$ cat src/rtl/deserializer_if.sv
// ----------------------------------------------------------------------------
// deserializer_if
// Groups the serial input stream and the parallel output queue handshake of
// the deserializer.
//   ser_data_i / ser_data_val_i : serial bit stream, MSB first
//   data_o / data_mod_o         : queue-head word and its valid-bit count
//   data_val_o / data_ready_i   : output valid/ready handshake
//   busy_o                      : a frame is partially received
//   len_err_o / ovf_o           : one-cycle status pulses
// Modport slave is taken by the deserializer. Modport master is taken by
// the stream source and consumer.
// ----------------------------------------------------------------------------
interface deserializer_if #(
   parameter int DATA_W = 16,
   parameter int MOD_W  = $clog2(DATA_W)
);
   logic              ser_data_i;
   logic              ser_data_val_i;
   logic [DATA_W-1:0] data_o;
   logic [MOD_W-1:0]  data_mod_o;
   logic              data_val_o;
   logic              data_ready_i;
   logic              busy_o;
   logic              len_err_o;
   logic              ovf_o;

   modport slave (
      input  ser_data_i, ser_data_val_i, data_ready_i,
      output data_o, data_mod_o, data_val_o, busy_o, len_err_o, ovf_o
   );

   modport master (
      output ser_data_i, ser_data_val_i, data_ready_i,
      input  data_o, data_mod_o, data_val_o, busy_o, len_err_o, ovf_o
   );
endinterface

$ cat src/rtl/deserializer.sv
// ----------------------------------------------------------------------------
// deserializer
// Rebuilds parallel words (MSB first) and their valid-bit counts from a
// serial bit/valid stream. Completed frames go into a small FIFO that is
// read through a valid/ready handshake. A full DATA_W-bit frame is reported
// with data_mod_o = 0. Frames of 1 or 2 bits are discarded with a len_err_o
// pulse. Frames that arrive while the FIFO is full are dropped with an
// ovf_o pulse.
// Ports:
//   clk_i  : clock, rising edge
//   srst_i : synchronous active-high reset
//   bus    : deserializer_if.slave (serial in, queue out, status pulses)
// ----------------------------------------------------------------------------
module deserializer #(
   parameter int DATA_W  = 16,
   parameter int MOD_W   = $clog2(DATA_W),
   parameter int Q_DEPTH = 2
) (
   input logic           clk_i,
   input logic           srst_i,
   deserializer_if.slave bus
);
   localparam int              QA_W     = $clog2(Q_DEPTH);
   localparam logic [MOD_W:0]  FULL_LEN = (MOD_W+1)'(DATA_W);
   localparam logic [MOD_W:0]  MIN_LEN  = (MOD_W+1)'(3);
   localparam logic [QA_W:0]   Q_FULL   = (QA_W+1)'(Q_DEPTH);

   typedef enum logic {IDLE, RECV} state_t;

   state_t            state_q, state_d;
   logic [MOD_W:0]    cnt_q, cnt_d;
   logic [DATA_W-1:0] sh_q, sh_d, sh_nxt;
   logic [MOD_W-1:0]  bit_idx;
   logic              acc, close_full, close_idle, close_ev;
   logic [MOD_W:0]    frame_len;
   logic [DATA_W-1:0] word_in;

   logic              push, pop, wr_en, q_empty, q_full;
   logic              len_err_q, len_err_d, ovf_q, ovf_d;
   logic [QA_W-1:0]   wr_ptr_q, rd_ptr_q;
   logic [QA_W:0]     q_cnt_q, q_cnt_d;
   logic [DATA_W-1:0] mem_data_q [Q_DEPTH];
   logic [MOD_W-1:0]  mem_mod_q  [Q_DEPTH];

   // ---- assembly and frame close detection --------------------------------
   always_comb begin
      acc     = bus.ser_data_val_i;
      bit_idx = MOD_W'(DATA_W-1) - cnt_q[MOD_W-1:0];
      sh_nxt  = sh_q;
      if (acc) sh_nxt[bit_idx] = bus.ser_data_i;
      close_full = acc && ((cnt_q + (MOD_W+1)'(1)) == FULL_LEN);
      close_idle = !acc && (cnt_q != '0);
      close_ev   = close_full || close_idle;
      // A full frame closes on its last bit, so that bit must be merged in.
      frame_len  = close_full ? FULL_LEN : cnt_q;
      word_in    = close_full ? sh_nxt : sh_q;
   end

   always_comb begin
      state_d = state_q;
      cnt_d   = cnt_q;
      sh_d    = sh_nxt;
      case (state_q)
         IDLE:    if (acc)      state_d = RECV;
         RECV:    if (close_ev) state_d = IDLE;
         default:               state_d = IDLE;
      endcase
      if (close_ev) begin
         cnt_d = '0;
         sh_d  = '0;
      end else if (acc) begin
         cnt_d = cnt_q + (MOD_W+1)'(1);
      end
   end

   // ---- output queue control ----------------------------------------------
   always_comb begin
      q_empty   = (q_cnt_q == '0);
      q_full    = (q_cnt_q == Q_FULL);
      pop       = !q_empty && bus.data_ready_i;
      push      = close_ev && (frame_len >= MIN_LEN);
      len_err_d = close_ev && (frame_len < MIN_LEN);
      // A pop in the same cycle frees the slot the push needs.
      wr_en     = push && (!q_full || pop);
      ovf_d     = push && q_full && !pop;
      q_cnt_d   = q_cnt_q;
      if (wr_en && !pop)      q_cnt_d = q_cnt_q + (QA_W+1)'(1);
      else if (!wr_en && pop) q_cnt_d = q_cnt_q - (QA_W+1)'(1);
   end

   always_ff @(posedge clk_i) begin
      if (srst_i) begin
         state_q   <= IDLE;
         cnt_q     <= '0;
         sh_q      <= '0;
         wr_ptr_q  <= '0;
         rd_ptr_q  <= '0;
         q_cnt_q   <= '0;
         len_err_q <= 1'b0;
         ovf_q     <= 1'b0;
      end else begin
         state_q   <= state_d;
         cnt_q     <= cnt_d;
         sh_q      <= sh_d;
         q_cnt_q   <= q_cnt_d;
         len_err_q <= len_err_d;
         ovf_q     <= ovf_d;
         if (wr_en) wr_ptr_q <= wr_ptr_q + QA_W'(1);
         if (pop)   rd_ptr_q <= rd_ptr_q + QA_W'(1);
      end
   end

   // Storage needs no reset: the head outputs are gated by the queue count.
   always_ff @(posedge clk_i) begin
      if (wr_en && !srst_i) begin
         mem_data_q[wr_ptr_q] <= word_in;
         mem_mod_q[wr_ptr_q]  <= frame_len[MOD_W-1:0];
      end
   end

   // ---- head and status outputs -------------------------------------------
   assign bus.data_val_o = !q_empty;
   assign bus.data_o     = q_empty ? '0 : mem_data_q[rd_ptr_q];
   assign bus.data_mod_o = q_empty ? '0 : mem_mod_q[rd_ptr_q];
   assign bus.busy_o     = (state_q == RECV);
   assign bus.len_err_o  = len_err_q;
   assign bus.ovf_o      = ovf_q;
endmodule

$ cat src/flat_wrapper.sv
// flat-port wrapper written by rule: the top's interface ports become plain ports
module deserializer_flat 
#(
   parameter int DATA_W  = 16,
   parameter int MOD_W   = $clog2(DATA_W),
   parameter int Q_DEPTH = 2
)
  (clk_i, srst_i, bus_ser_data_i, bus_ser_data_val_i, bus_data_ready_i, bus_data_o, bus_data_mod_o, bus_data_val_o, bus_busy_o, bus_len_err_o, bus_ovf_o);
  deserializer_if #(.DATA_W(DATA_W), .MOD_W(MOD_W)) bus_i ();
  input logic clk_i;
  input logic srst_i;
  input wire logic [$bits(bus_i.ser_data_i)-1:0] bus_ser_data_i;
  input wire logic [$bits(bus_i.ser_data_val_i)-1:0] bus_ser_data_val_i;
  input wire logic [$bits(bus_i.data_ready_i)-1:0] bus_data_ready_i;
  output wire logic [$bits(bus_i.data_o)-1:0] bus_data_o;
  output wire logic [$bits(bus_i.data_mod_o)-1:0] bus_data_mod_o;
  output wire logic [$bits(bus_i.data_val_o)-1:0] bus_data_val_o;
  output wire logic [$bits(bus_i.busy_o)-1:0] bus_busy_o;
  output wire logic [$bits(bus_i.len_err_o)-1:0] bus_len_err_o;
  output wire logic [$bits(bus_i.ovf_o)-1:0] bus_ovf_o;
  assign bus_i.ser_data_i = bus_ser_data_i;
  assign bus_i.ser_data_val_i = bus_ser_data_val_i;
  assign bus_i.data_ready_i = bus_data_ready_i;
  assign bus_data_o = bus_i.data_o;
  assign bus_data_mod_o = bus_i.data_mod_o;
  assign bus_data_val_o = bus_i.data_val_o;
  assign bus_busy_o = bus_i.busy_o;
  assign bus_len_err_o = bus_i.len_err_o;
  assign bus_ovf_o = bus_i.ovf_o;
  deserializer #(.DATA_W(DATA_W), .MOD_W(MOD_W), .Q_DEPTH(Q_DEPTH)) u_core (.clk_i(clk_i), .srst_i(srst_i), .bus(bus_i));
endmodule
$ cat config.mk
export PLATFORM = sky130hd
export DESIGN_NAME = deserializer_flat
export DESIGN_NICKNAME = d
export VERILOG_FILES = /design/src/rtl/deserializer_if.sv /design/src/rtl/deserializer.sv /design/src/flat_wrapper.sv
export SDC_FILE = /design/constraint.sdc
export NUM_CORES = 1
export LEC_CHECK = 0
export ABC_AREA = 1
export CAP_MARGIN = 20
export CORE_ASPECT_RATIO = 1.1
export CORE_MARGIN = 4
export CORE_UTILIZATION = 40
export DETAILED_ROUTE_END_ITERATION = 8
export HOLD_SLACK_MARGIN = 0.15
export PLACE_DENSITY_LB_ADDON = 0.3
export SLEW_MARGIN = 20
export SYNTH_ARGS = -nofsm -noshare
export SYNTH_HDL_FRONTEND = slang
export SYNTH_SLANG_ARGS = --single-unit
$ cat constraint.sdc
create_clock -name clk_i -period 3.3 [get_ports clk_i]
set_input_delay 0.33 -clock clk_i [delete_from_list [all_inputs] [get_ports clk_i]]
set_output_delay 0.33 -clock clk_i [all_outputs]
set_load 0.02 [all_outputs]
Word-level counts from Yosys, hierarchy flattened
Memory sizes are Yosys's and may differ from the RTL's. A register that Yosys moved wholly into a read port is not among the register bits.
Cells that the tools add are included.
{"block": "totals", "ff_bits": 28, "latch_bits": 0, "mem_bits_rw": 40, "mem_bits_ro": 0, "inputBits": 5, "output_inout_bits": 24, "wordCells": 66, "n_memories": 2}
{"memory": "u_core.mem_data_q", "depth": 2, "word_bits": 16, "read_ports": 1, "rd_ports_with_merged_regs": 1, "write_ports": 1, "line_no": "deserializer.sv:42", "source": "logic [DATA_W-1:0] mem_data_q [Q_DEPTH];"}
{"memory": "u_core.mem_mod_q", "depth": 2, "word_bits": 4, "read_ports": 1, "rd_ports_with_merged_regs": 1, "write_ports": 1, "line_no": "deserializer.sv:43", "source": "logic [MOD_W-1:0] mem_mod_q [Q_DEPTH];"}
{"block": "op_classes", "addsub": 6, "multipliers": 0, "n_div": 0, "order_cmp": 4, "n_eq_ne": 2, "shift": 0, "muxes": 19, "bitwise_logic": 1, "reduce_logical": 24}
{"operator": "two-way mux 16 bit", "count": 3}
{"operator": "bitwise mux 16 bit", "count": 1}
{"operator": "logical AND 1 bit", "count": 12}
{"operator": "two-way mux 1 bit", "count": 9}
{"operator": "logical NOT 1 bit", "count": 6}
{"operator": "adder 5 x 1 -> 5 bit (second input constant)", "count": 1}
{"operator": "== test 5 bit (second input constant)", "count": 1}
{"operator": "greater-or-equal comparator 5 x 2 -> 1 bit (second input constant)", "count": 1}
{"operator": "less-than comparator 4 x 5 -> 1 bit (second input constant)", "count": 1}
{"operator": "less-than comparator 5 x 2 -> 1 bit (second input constant)", "count": 1}
{"operator": "two-way mux 5 bit", "count": 1}
{"operator": "nonzero test 5 bit", "count": 1}
{"operator": "demux 1 bit (select 4 bit)", "count": 1}
{"operator": "greater-or-equal comparator 4 x 1 -> 1 bit (second input constant)", "count": 1}
{"operator": "two-way mux 2 bit", "count": 2}
{"operator": "two-way mux 4 bit", "count": 1}
{"operator": "subtractor 4 bit (first input constant)", "count": 1}
{"operator": "adder 1 bit (second input constant)", "count": 2}
{"operator": "adder 2 x 1 -> 2 bit (second input constant)", "count": 1}
{"operator": "== test 2 bit (second input constant)", "count": 1}
{"operator": "logical NOT 2 bit", "count": 1}
{"operator": "logical OR 1 bit", "count": 2}
{"operator": "case mux 1 bit (2 select lines)", "count": 1}
{"operator": "nonzero test 2 bit", "count": 1}
{"operator": "other kinds (3)", "count": 3}

Logic depth before layout (Yosys ltp)
Gate-level depths: netlist of the first run.
{"block": "depth", "depth_word": 11, "ltp_mapped": 14, "depth_no_buf": 14}

Least setup slack after synthesis of the first run
Ideal clock, no wire load.
{"block": "synth_timing", "path_type": "reg2reg", "from": "reg u_core.cnt_q[0]", "to": "mem u_core.mem_data_q[1][0], enable pin", "setup_time_ps": 397, "arrival_time_ps": 2129, "required_ps": 2903, "setup_slack_ps": 775, "path_stages_with_launch": 10, "path_buffers": 0, "period_less_slack_ps": 2525, "cell_sequence": "dfxtp_1 ha_1 inv_1 nand2_1 nand3_1 nor2_2 nand2_4 nand2_2 nand2_1 nor2_1"}
{"block": "synth_between", "elab_chain_len": 10, "elab_cells_between_ends": 13, "cone_classes": "add/sub (1); order compare (1); eq/ne (1); mux (3); reduce/logical (7)"}
{"element": "start, declared", "line_no": "deserializer.sv:31", "source": "logic [MOD_W:0] cnt_q, cnt_d;"}
{"element": "start signal, assigned", "line_no": "deserializer.sv:103", "source": "cnt_q <= cnt_d;"}
{"element": "adder 5 x 1 -> 5 bit", "line_no": "deserializer.sv:51", "source": "close_full = acc && ((cnt_q + (MOD_W+1)'(1)) == FULL_LEN);"}
{"element": "== test 5 bit", "line_no": "deserializer.sv:51"}
{"element": "logical AND 1 bit", "line_no": "deserializer.sv:51"}
{"element": "two-way mux 5 bit", "line_no": "deserializer.sv:55", "source": "frame_len = close_full ? FULL_LEN : cnt_q;"}
{"element": "greater-or-equal comparator 5 x 2 -> 1 bit", "line_no": "deserializer.sv:81", "source": "push = close_ev && (frame_len >= MIN_LEN);"}
{"element": "logical AND 1 bit *", "line_no": "deserializer.sv:81"}
{"element": "logical AND 1 bit *", "line_no": "deserializer.sv:84", "source": "wr_en = push && (!q_full || pop);"}
{"element": "logical AND 1 bit *", "line_no": "deserializer.sv:115", "source": "if (wr_en && !srst_i) begin"}
{"element": "two-way mux 1 bit *", "line_no": "deserializer.sv:115"}
{"element": "two-way mux 1 bit (implied by the code) *", "line_no": "deserializer.sv:116", "source": "mem_data_q[wr_ptr_q] <= word_in;"}
{"element": "end, declared", "line_no": "deserializer.sv:42"}
Mark *: on every way between the ends. The rest lies on a longest branch, timed or not.

==> load_flow_metrics.sql, run 1 <==
INSERT INTO impl_metrics (metric_group, metric, value, unit) VALUES
('global_route', 'first_global_vias', '2081', ''),
('sta', 'setup_ws', '691', 'ps'),
('placed_design', 'detailedPlace.worstSlack', '758', 'ps'),
('cts', 'cts_hold_buf', '0', ''),
('setup_path', 'crit_path_max_fanout', '21', ''),
('setup_path', 'r2r_slack', '800', 'ps'),
('setup_path', 'regToRegEndpoint', 'u_core.q_cnt_q[1]', ''),
('global_route', 'grt_first_pass_wirelength', '9980', 'um'),
('routing', 'detail_route.wirelength', '5830', 'um'),
('sta', 'worst_pin_slew', '630', 'ps'),
('sta', 'timing.final.crit_share', '79.0', '%'),
('sta', 'drv_slew', '0', ''),
('sta', 'finalHoldViolCount', '0', ''),
('cells_and_area', 'fillcell_total', '738', ''),
('pwr', 'ir_drop', '0.194', 'mV'),
('cts', 'cts.sink_count', '69', ''),
('placed_design', 'place.port_buffers', '28', ''),
('pwr', 'finalPower', '1.85', 'mW'),
('outcome', 'run_status', 'finished, final reports clean', ''),
('hold_path', 'timing.hold.worst_endpoint', 'u_core.rd_ptr_q', ''),
('setup_path', 'timing.rr.start', 'u_core.cnt_q[0]', ''),
('cts', 'clk-insertion-delay-late', '340', 'ps'),
('yosys', 'synth_cell_type_count', '24', ''),
('yosys', 'syn-mean-instance-area', '9.45', 'um2'),
('routing', 'avgViaCountPerCell', '4.64', ''),
('floorplan', 'die-height', '100', 'um'),
('cells_and_area', 'drive_gt1_share', '14.8', '%'),
('cts', 'cts_max_level', '3', ''),
('placed_design', 'place.gp.congestion', '0.794', ''),
('cells_and_area', 'utilization', '48.4', '%'),
('global_route', 'initial_antenna_violation_count', '0', ''),
('setup_path', 'timing.critical_path.cells', 'buf_4 -> inv_1 -> nand2_1 -> a21oi_1 -> clkdlybuf4s50_1', ''),
('placed_design', 'dp_hpwl', '4000', 'um'),
('setup_path', 'arrival', '2280', 'ps'),
('routing', 'post-route-drc-count', '0', ''),
('cts', 'clock-root-buffer', 'sky130_fd_sc_hd__clkbuf_8', ''),
('setup_path', 'timing.critical_path.slowest_stage_cell', 'sky130_fd_sc_hd__clkdlybuf4s50_1', ''),
('cts', 'tritoncts', 'yes', ''),
('routing', 'wl_per_cell', '12.6', 'um'),
('cts', 'clk_pin_slew_worst_paths', '70', 'ps'),
('setup_path', 'crit_path_start_kind', 'register', ''),
('cells_and_area', 'number_of_inserted_diodes', '0', ''),
('routing', 'detailedRoute.firstPassIterationCount', '4', ''),
('cells_and_area', 'instances_no_fill', '464', ''),
('setup_path', 'crit_type', 'register to primary output', ''),
('floorplan', 'initial_utilization', '41.4', '%'),
('yosys', 'yosys_warnings', '0', ''),
('yosys', 'syn_area', '3110', 'um2'),
('placed_design', 'placedCellCount', '448', ''),
('hold_path', 'hold_depth', '1', ''),
('cells_and_area', 'synthToLayoutAreaGrowth', '16.9', '%'),
('yosys', 'yosys_register_bits', '69', ''),
('sta', 'min_cycle_time_layout', '2610', 'ps'),
('yosys', 'synth_nets', '340', ''),
('cts', 'post-cts-setup-buffer-count', '0', ''),
('setup_path', 'ff2ff_path_depth', '13', ''),
('sta', 'fmaxAchievable', '0.383', 'GHz'),
('floorplan', 'core', '7510', 'um2'),
('floorplan', 'die_width', '92.0', 'um'),
('cts', 'number_of_buffers_added_by_the_clock_tree_synthesis_step', '9', ''),
('yosys', 'synthCells', '329', ''),
('routing', 'postRouteAntennaNets', '0', ''),
('flow_run', 'max_cap_viol_count', '0', ''),
('global_route', 'grt_max_degree', '26', ''),
('sta', 'timing.clock.skew', '8.69', 'ps'),
('cells_and_area', 'design.final.nets', '365', ''),
('cts', 'clock_tree.buffer_depth', '2', ''),
('sta', 'unrepaired_setup_endpoints_after_global_routing', 'no', ''),
('global_route', 'groute.usage.overall', '13.8', '%'),
('sta', 'timing.final.setup_violations', '0', ''),
('cts', 'post_cts_resize_count', '0', '');
[worst register-to-register path: cells and delay by family, from the launching register on]
kind	cells	cell delay [ps]
buffers and inverters	2	160
adders and majority gates	2	570
AOI/OAI and AO/OA	4	490
DFF	1	450
and+or+nand+nor	5	730
[per-stage QoR]
| stage | hold slack, ps | area [um2] |
|---|---|---|
| floorplan | 426 | 3110 |
| detailed placement | 447 | 3440 |
| finish | 456 | 3630 |
| CTS | 460 | 3630 |
| global placement | 436 | 3440 |
| global route | 488 | 3630 |
[logic make-up after synthesis]
logic type	Yosys count	synth area share, %
AOI/OAI and AO/OA	59	9.50
xor gates and xnor gates	1	0.282
adders and majority gates	6	2.42
buffers and inverters	41	6.32
DFF	69	57.3
muxes	4	1.29
and+or+nand+nor	149	22.9
[registers in the layout (all words and copies together), names as in the netlist, named ones only]
| signal | cells |
|---|---|
| u_core.sh_q | 16 |
| u_core.q_cnt_q | 2 |
| u_core.bus.len_err_o | 1 |
| u_core.mem_mod_q | 8 |
| u_core.bus.busy_o | 1 |
| u_core.wr_ptr_q | 1 |
| u_core.bus.ovf_o | 1 |
| u_core.cnt_q | 5 |
| u_core.mem_data_q | 32 |
| u_core.rd_ptr_q | 1 |
[routing by layer]
layer  global-route usage [%]  wire length, um  up-vias
li1                         -                -     1121
met1                     18.6             2860      985
met2                     21.5             2650       37
met3                     3.44              216        9
met4                     5.37              104        0
met5                        0                0        -
[area by class of cell]
class / count / area (um2) / share of cell area (%)
Inverter: 22 / 82.6 / 2.27
Clock inverter: 7 / 66.3 / 1.83
Tap cell: 105 / 131 / 3.62
Clock buffer: 9 / 124 / 3.41
Sequential cell: 69 / 1780 / 49.0
Timing Repair Buffer: 33 / 318 / 8.75
Multi-Input combinational cell: 219 / 1130 / 31.1
[cells in the final DEF (no fill, tap or decap)]
cell type / netlist / layout
sky130_fd_sc_hd__mux2i_1: 4 / 4
sky130_fd_sc_hd__dfxtp_1: 29 / 29
sky130_fd_sc_hd__inv_2: 2 / 2
sky130_fd_sc_hd__clkinvlp_4: 0 / 2
sky130_fd_sc_hd__a21oi_1: 30 / 30
sky130_fd_sc_hd__buf_4: 0 / 5
sky130_fd_sc_hd__clkinv_2: 0 / 1
sky130_fd_sc_hd__inv_1: 20 / 20
sky130_fd_sc_hd__nand3_1: 8 / 8
sky130_fd_sc_hd__nand2_4: 1 / 1
sky130_fd_sc_hd__clkinv_4: 0 / 1
sky130_fd_sc_hd__nor2_4: 6 / 6
sky130_fd_sc_hd__nand3_4: 1 / 1
sky130_fd_sc_hd__ha_1: 6 / 6
sky130_fd_sc_hd__nor2_1: 26 / 26
sky130_fd_sc_hd__o21ai_1: 11 / 11
sky130_fd_sc_hd__clkbuf_8: 0 / 9
sky130_fd_sc_hd__o21ai_0: 18 / 18
sky130_fd_sc_hd__nand4_1: 2 / 2
sky130_fd_sc_hd__bufinv_16: 0 / 1
sky130_fd_sc_hd__clkdlybuf4s50_1: 0 / 28
sky130_fd_sc_hd__edfxtp_1: 40 / 40
sky130_fd_sc_hd__nor2_2: 19 / 19
sky130_fd_sc_hd__xor2_1: 1 / 1
sky130_fd_sc_hd__clkinv_1: 0 / 2
sky130_fd_sc_hd__nand2_2: 4 / 4
sky130_fd_sc_hd__nand2_1: 81 / 81
sky130_fd_sc_hd__nor3_4: 1 / 1
[synth_stat cells, drive strengths merged]
cell type | n | share of area (%)
dfxtp | 29 | 19
nand3 | 9 | 1.9
nor2 | 51 | 9.1
edfxtp | 40 | 39
a21oi | 30 | 4.8
nor3 | 1 | 0.52
clkbuf | 13 | 1.6
ha | 6 | 2.4
nand2 | 86 | 11
o21ai | 29 | 4.7
inv | 22 | 2.7
xor2 | 1 | 0.28
buf | 6 | 2.1
nand4 | 2 | 0.40
mux2i | 4 | 1.3
[where the power goes]
| group | total, mW | internal, mW | switching, mW |
|---|---|---|---|
| sequential | 0.924 | 0.915 | 0.00904 |
| clock | 0.664 | 0.343 | 0.320 |
| combinational | 0.262 | 0.101 | 0.162 |
| total | 1.85 | 1.36 | 0.491 |
[worst max-delay path by stage]
stage / from / cells after the start / slack [ps] / endpoint
global placement: bus_ser_data_val_i / 14 / 820 / u_core.q_cnt_q[1]
detailed placement: bus_ser_data_val_i / 14 / 760 / u_core.q_cnt_q[1]
global route: register / 5 / 510 / bus_data_o[3]
floorplan: u_core.cnt_q[0] / 9 / 770 / u_core.mem_data_q[1][0]
CTS: register / 5 / 620 / bus_data_o[8]
finish: register / 5 / 690 / bus_data_o[8]
No activity file was read; power rests on OpenSTA's default activity.
==> run 2, diff against run 1 <==
==> constraint.sdc (replaced) <==
create_clock -name clk_i -period 2.1 [get_ports clk_i]
set_input_delay 0.21 -clock clk_i [delete_from_list [all_inputs] [get_ports clk_i]]
set_output_delay 0.21 -clock clk_i [all_outputs]
set_load 0.02 [all_outputs]
==> load_flow_metrics.sql, run 2 (same netlist as run 1, synthesis figures left out) <==
INSERT INTO impl_metrics (metric_group, metric, value, unit) VALUES
('global_route', 'first_global_vias', '2232', ''),
('floorplan', 'placement_rows', '33', ''),
('cells_and_area', 'synthToLayoutAreaGrowth', '23.3', '%'),
('routing', 'dr.first_iter.drc_count', '93', ''),
('setup_path', 'critical-path-top-delay-family', 'buffers and inverters', ''),
('sta', 'timing.final.crit_share', '94.7', '%'),
('placed_design', 'place.gp.congestion', '0.809', ''),
('routing', 'wl_per_cell', '12.6', 'um'),
('global_route', 'globalRouteOverflowTotal', '0', ''),
('cells_and_area', 'design.final.nets', '382', ''),
('flow_run', 'max_cap_viol_count', '0', ''),
('floorplan', 'die_width', '92.0', 'um'),
('routing', 'detail_route.wirelength', '6050', 'um'),
('sta', 'timing.final.setup_violations', '0', ''),
('setup_path', 'crit_path_start_kind', 'register', ''),
('floorplan', 'die-height', '100', 'um'),
('cts', 'number_of_buffers_added_by_the_clock_tree_synthesis_step', '9', ''),
('sta', 'worst_hold_slack', '456', 'ps'),
('routing', 'avgViaCountPerCell', '4.69', ''),
('setup_path', 'crit_path_max_fanout', '10', ''),
('cells_and_area', 'most-common-layout-cells', 'sky130_fd_sc_hd__nand2_1 (81), sky130_fd_sc_hd__edfxtp_1 (40), sky130_fd_sc_hd__a21oi_1 (30)', ''),
('pwr', 'internal_power', '2.16', 'mW'),
('routing', 'detailedRoute.firstPassIterationCount', '4', ''),
('pwr', 'share_clk_of_total_power', '34.4', '%'),
('setup_path', 'worstSetupPathDepth', '5', ''),
('cts', 'cts.sink_count', '69', ''),
('setup_path', 'ff2ff_path_depth', '13', ''),
('pwr', 'pwr_density', '755', 'nW/um2'),
('cells_and_area', 'commonest_non_fill_non_tap_cell_in_the_layout', 'sky130_fd_sc_hd__nand2_1', ''),
('cells_and_area', 'number_of_inserted_diodes', '0', ''),
('setup_path', 'crit_buf_inv', '3', ''),
('hold_path', 'hold_depth', '1', ''),
('cts', 'cts_max_level', '3', ''),
('sta', 'worst_pin_slew', '374', 'ps'),
('setup_path', 'arrival', '1780', 'ps'),
('setup_path', 'cp_slowest_stage_delay', '620', 'ps'),
('sta', 'finalHoldViolCount', '0', ''),
('global_route', 'grt_first_pass_wirelength', '10200', 'um'),
('outcome', 'run_status', 'finished, final reports clean', ''),
('placed_design', 'place.port_buffers', '28', ''),
('cts', 'clock_tree.buffer_depth', '2', ''),
('pwr', 'seq_power_share', '50.4', '%'),
('floorplan', 'initial_utilization', '41.4', '%'),
('placed_design', 'placedCellCount', '462', ''),
('global_route', 'groute.usage.overall', '13.8', '%'),
('pwr', 'switching_share', '25.3', '%'),
('setup_path', 'worst_setup_path_end_kind', 'primary output', ''),
('cts', 'clk-insertion-delay-late', '330', 'ps'),
('pwr', 'static-leakage-power', '1.62', 'nW'),
('floorplan', 'floorplan.io_pins', '29', ''),
('sta', 'fmaxAchievable', '0.503', 'GHz'),
('sta', 'min_cycle_time_layout', '1990', 'ps'),
('pwr', 'power.switching', '0.732', 'mW'),
('cts', 'cts_hold_buf', '0', ''),
('sta', 'relSlewSlack', '75.0', '%'),
('cells_and_area', 'instances_no_fill', '481', ''),
('placed_design', 'dp_hpwl', '4270', 'um'),
('cts', 'tritoncts', 'yes', ''),
('pwr', 'ir_drop', '0.290', 'mV'),
('hold_path', 'hold_path.class', 'register to register', ''),
('setup_path', 'crit_type', 'register to primary output', ''),
('pwr', 'finalPower', '2.89', 'mW'),
('global_route', 'grt_max_degree', '25', ''),
('cts', 'clock-root-buffer', 'sky130_fd_sc_hd__clkbuf_8', ''),
('cells_and_area', 'top_register', 'u_core.mem_data_q', ''),
('routing', 'detailroute.via_count', '2258', ''),
('sta', 'timing.clock.skew', '7.50', 'ps'),
('cts', 'clk_pin_slew_worst_paths', '70', 'ps'),
('setup_path', 'timing.critical_path.cells', 'inv_1 -> buf_4 -> nand2_1 -> a21oi_1 -> clkdlybuf4s50_1', ''),
('cells_and_area', 'drive_gt1_share', '20.2', '%'),
('sta', 'drv_slew', '0', ''),
('pwr', 'p_comb_share', '15.2', '%'),
('routing', 'post-route-drc-count', '0', ''),
('routing', 'postRouteAntennaNets', '0', ''),
('setup_path', 'worstPathRequired', '1890', 'ps'),
('global_route', 'initial_antenna_violation_count', '0', ''),
('floorplan', 'fp.dieArea', '9250', 'um2'),
('floorplan', 'core', '7510', 'um2'),
('cells_and_area', 'top_regs', 'u_core.mem_data_q: 32 flops, u_core.sh_q: 16 flops, u_core.mem_mod_q: 8 flops', ''),
('setup_path', 'timing.critical_path.slowest_stage_cell', 'sky130_fd_sc_hd__clkdlybuf4s50_1', ''),
('cells_and_area', 'largest_reg_flops', '32', '');
## run 2: cell types whose count changed in the layout (fill, tap and decap cells not counted), moves of 3 or more
cell / delta
sky130_fd_sc_hd__buf_4: +15
sky130_fd_sc_hd__clkdlybuf4s50_1: -10
sky130_fd_sc_hd__dlymetal6s2s_1: +10
sky130_fd_sc_hd__clkbuf_1: +4
sky130_fd_sc_hd__dfxtp_1: -4
sky130_fd_sc_hd__dfxtp_2: +4
sky130_fd_sc_hd__o21ai_0: -3
## run 2: final timing paths
| check | from | to | slack [ps] |
|---|---|---|---|
| setup / recovery | register | bus_data_mod_o[1] | 110 |
| hold / removal | u_core.bus.busy_o | u_core.bus.busy_o | 460 |
| setup reg to reg | u_core.cnt_q[0] | u_core.q_cnt_q[1] | 120 |
| hold reg to reg | u_core.bus.busy_o | u_core.bus.busy_o | 460 |
## run 2: what timing repair did
action	CTS	global route
resized for setup	1	22
gates cloned	0	0
setup buffers	0	3
setup endpoints to repair	17	11
## run 2: layout make-up
| type | count | area [um2] |
|---|---|---|
| clock buffer | 13 | 139 |
| fill | 695 | 3680 |
| sequential | 69 | 1790 |
| clock inverter | 3 | 37.5 |
| timing repair buffer | 50 | 495 |
| multi-input combinational | 219 | 1160 |
| inverter | 22 | 86.3 |
| tap | 105 | 131 |
## run 2: routing by layer
layer  routed length, um  share of wire, %  vias to the layer above  global-route usage, %
met3                 146               2.4                        7                   3.88
met1                2930                48                     1051                   17.7
li1                    -                 -                     1164                      -
met5                   0                 0                        -                      0
met2                2900                48                       36                   23.1
met4                  77               1.3                        0                   3.77
## run 2: stage by stage
stage / cell area, um2 / utilization, % / worst slack, ps / setup TNS (ps)
2_1_floorplan: 3120 / - / -39.6 / -39.6
3_3_place_gp: 3580 / 47.7 / 21.8 / 0
3_5_place_dp: 3580 / 47.7 / -43.9 / -43.9
4_1_cts: 3760 / 50.0 / 7.83 / 0
5_1_grt: 3830 / 51.0 / -1.59 / -1.59
6_report: 3830 / 51.0 / 111 / 0
## run 2: worst reg2reg max path, cell delays in order, from the launching register on
cell,delay [ps]
sky130_fd_sc_hd__dfxtp_2,340
sky130_fd_sc_hd__buf_4,160
sky130_fd_sc_hd__inv_2,110
sky130_fd_sc_hd__ha_2,220
sky130_fd_sc_hd__nand2_1,70
sky130_fd_sc_hd__nand2_2,70
sky130_fd_sc_hd__nand2_2,60
sky130_fd_sc_hd__nand2_1,80
sky130_fd_sc_hd__inv_1,40
sky130_fd_sc_hd__ha_1,290
sky130_fd_sc_hd__a21oi_1,150
sky130_fd_sc_hd__o21ai_1,100
sky130_fd_sc_hd__o21ai_1,130
sky130_fd_sc_hd__a21oi_1,50
## run 2: power by group through the flow
stage	registers (mW)	clock network, mW	logic, mW
finish	1.46	0.995	0.441
CTS	1.46	1.02	0.445
floorplan	1.48	0	0.254
global route	1.46	1.07	0.481
global placement	1.48	0	0.436
detailed placement	1.48	0	0.443
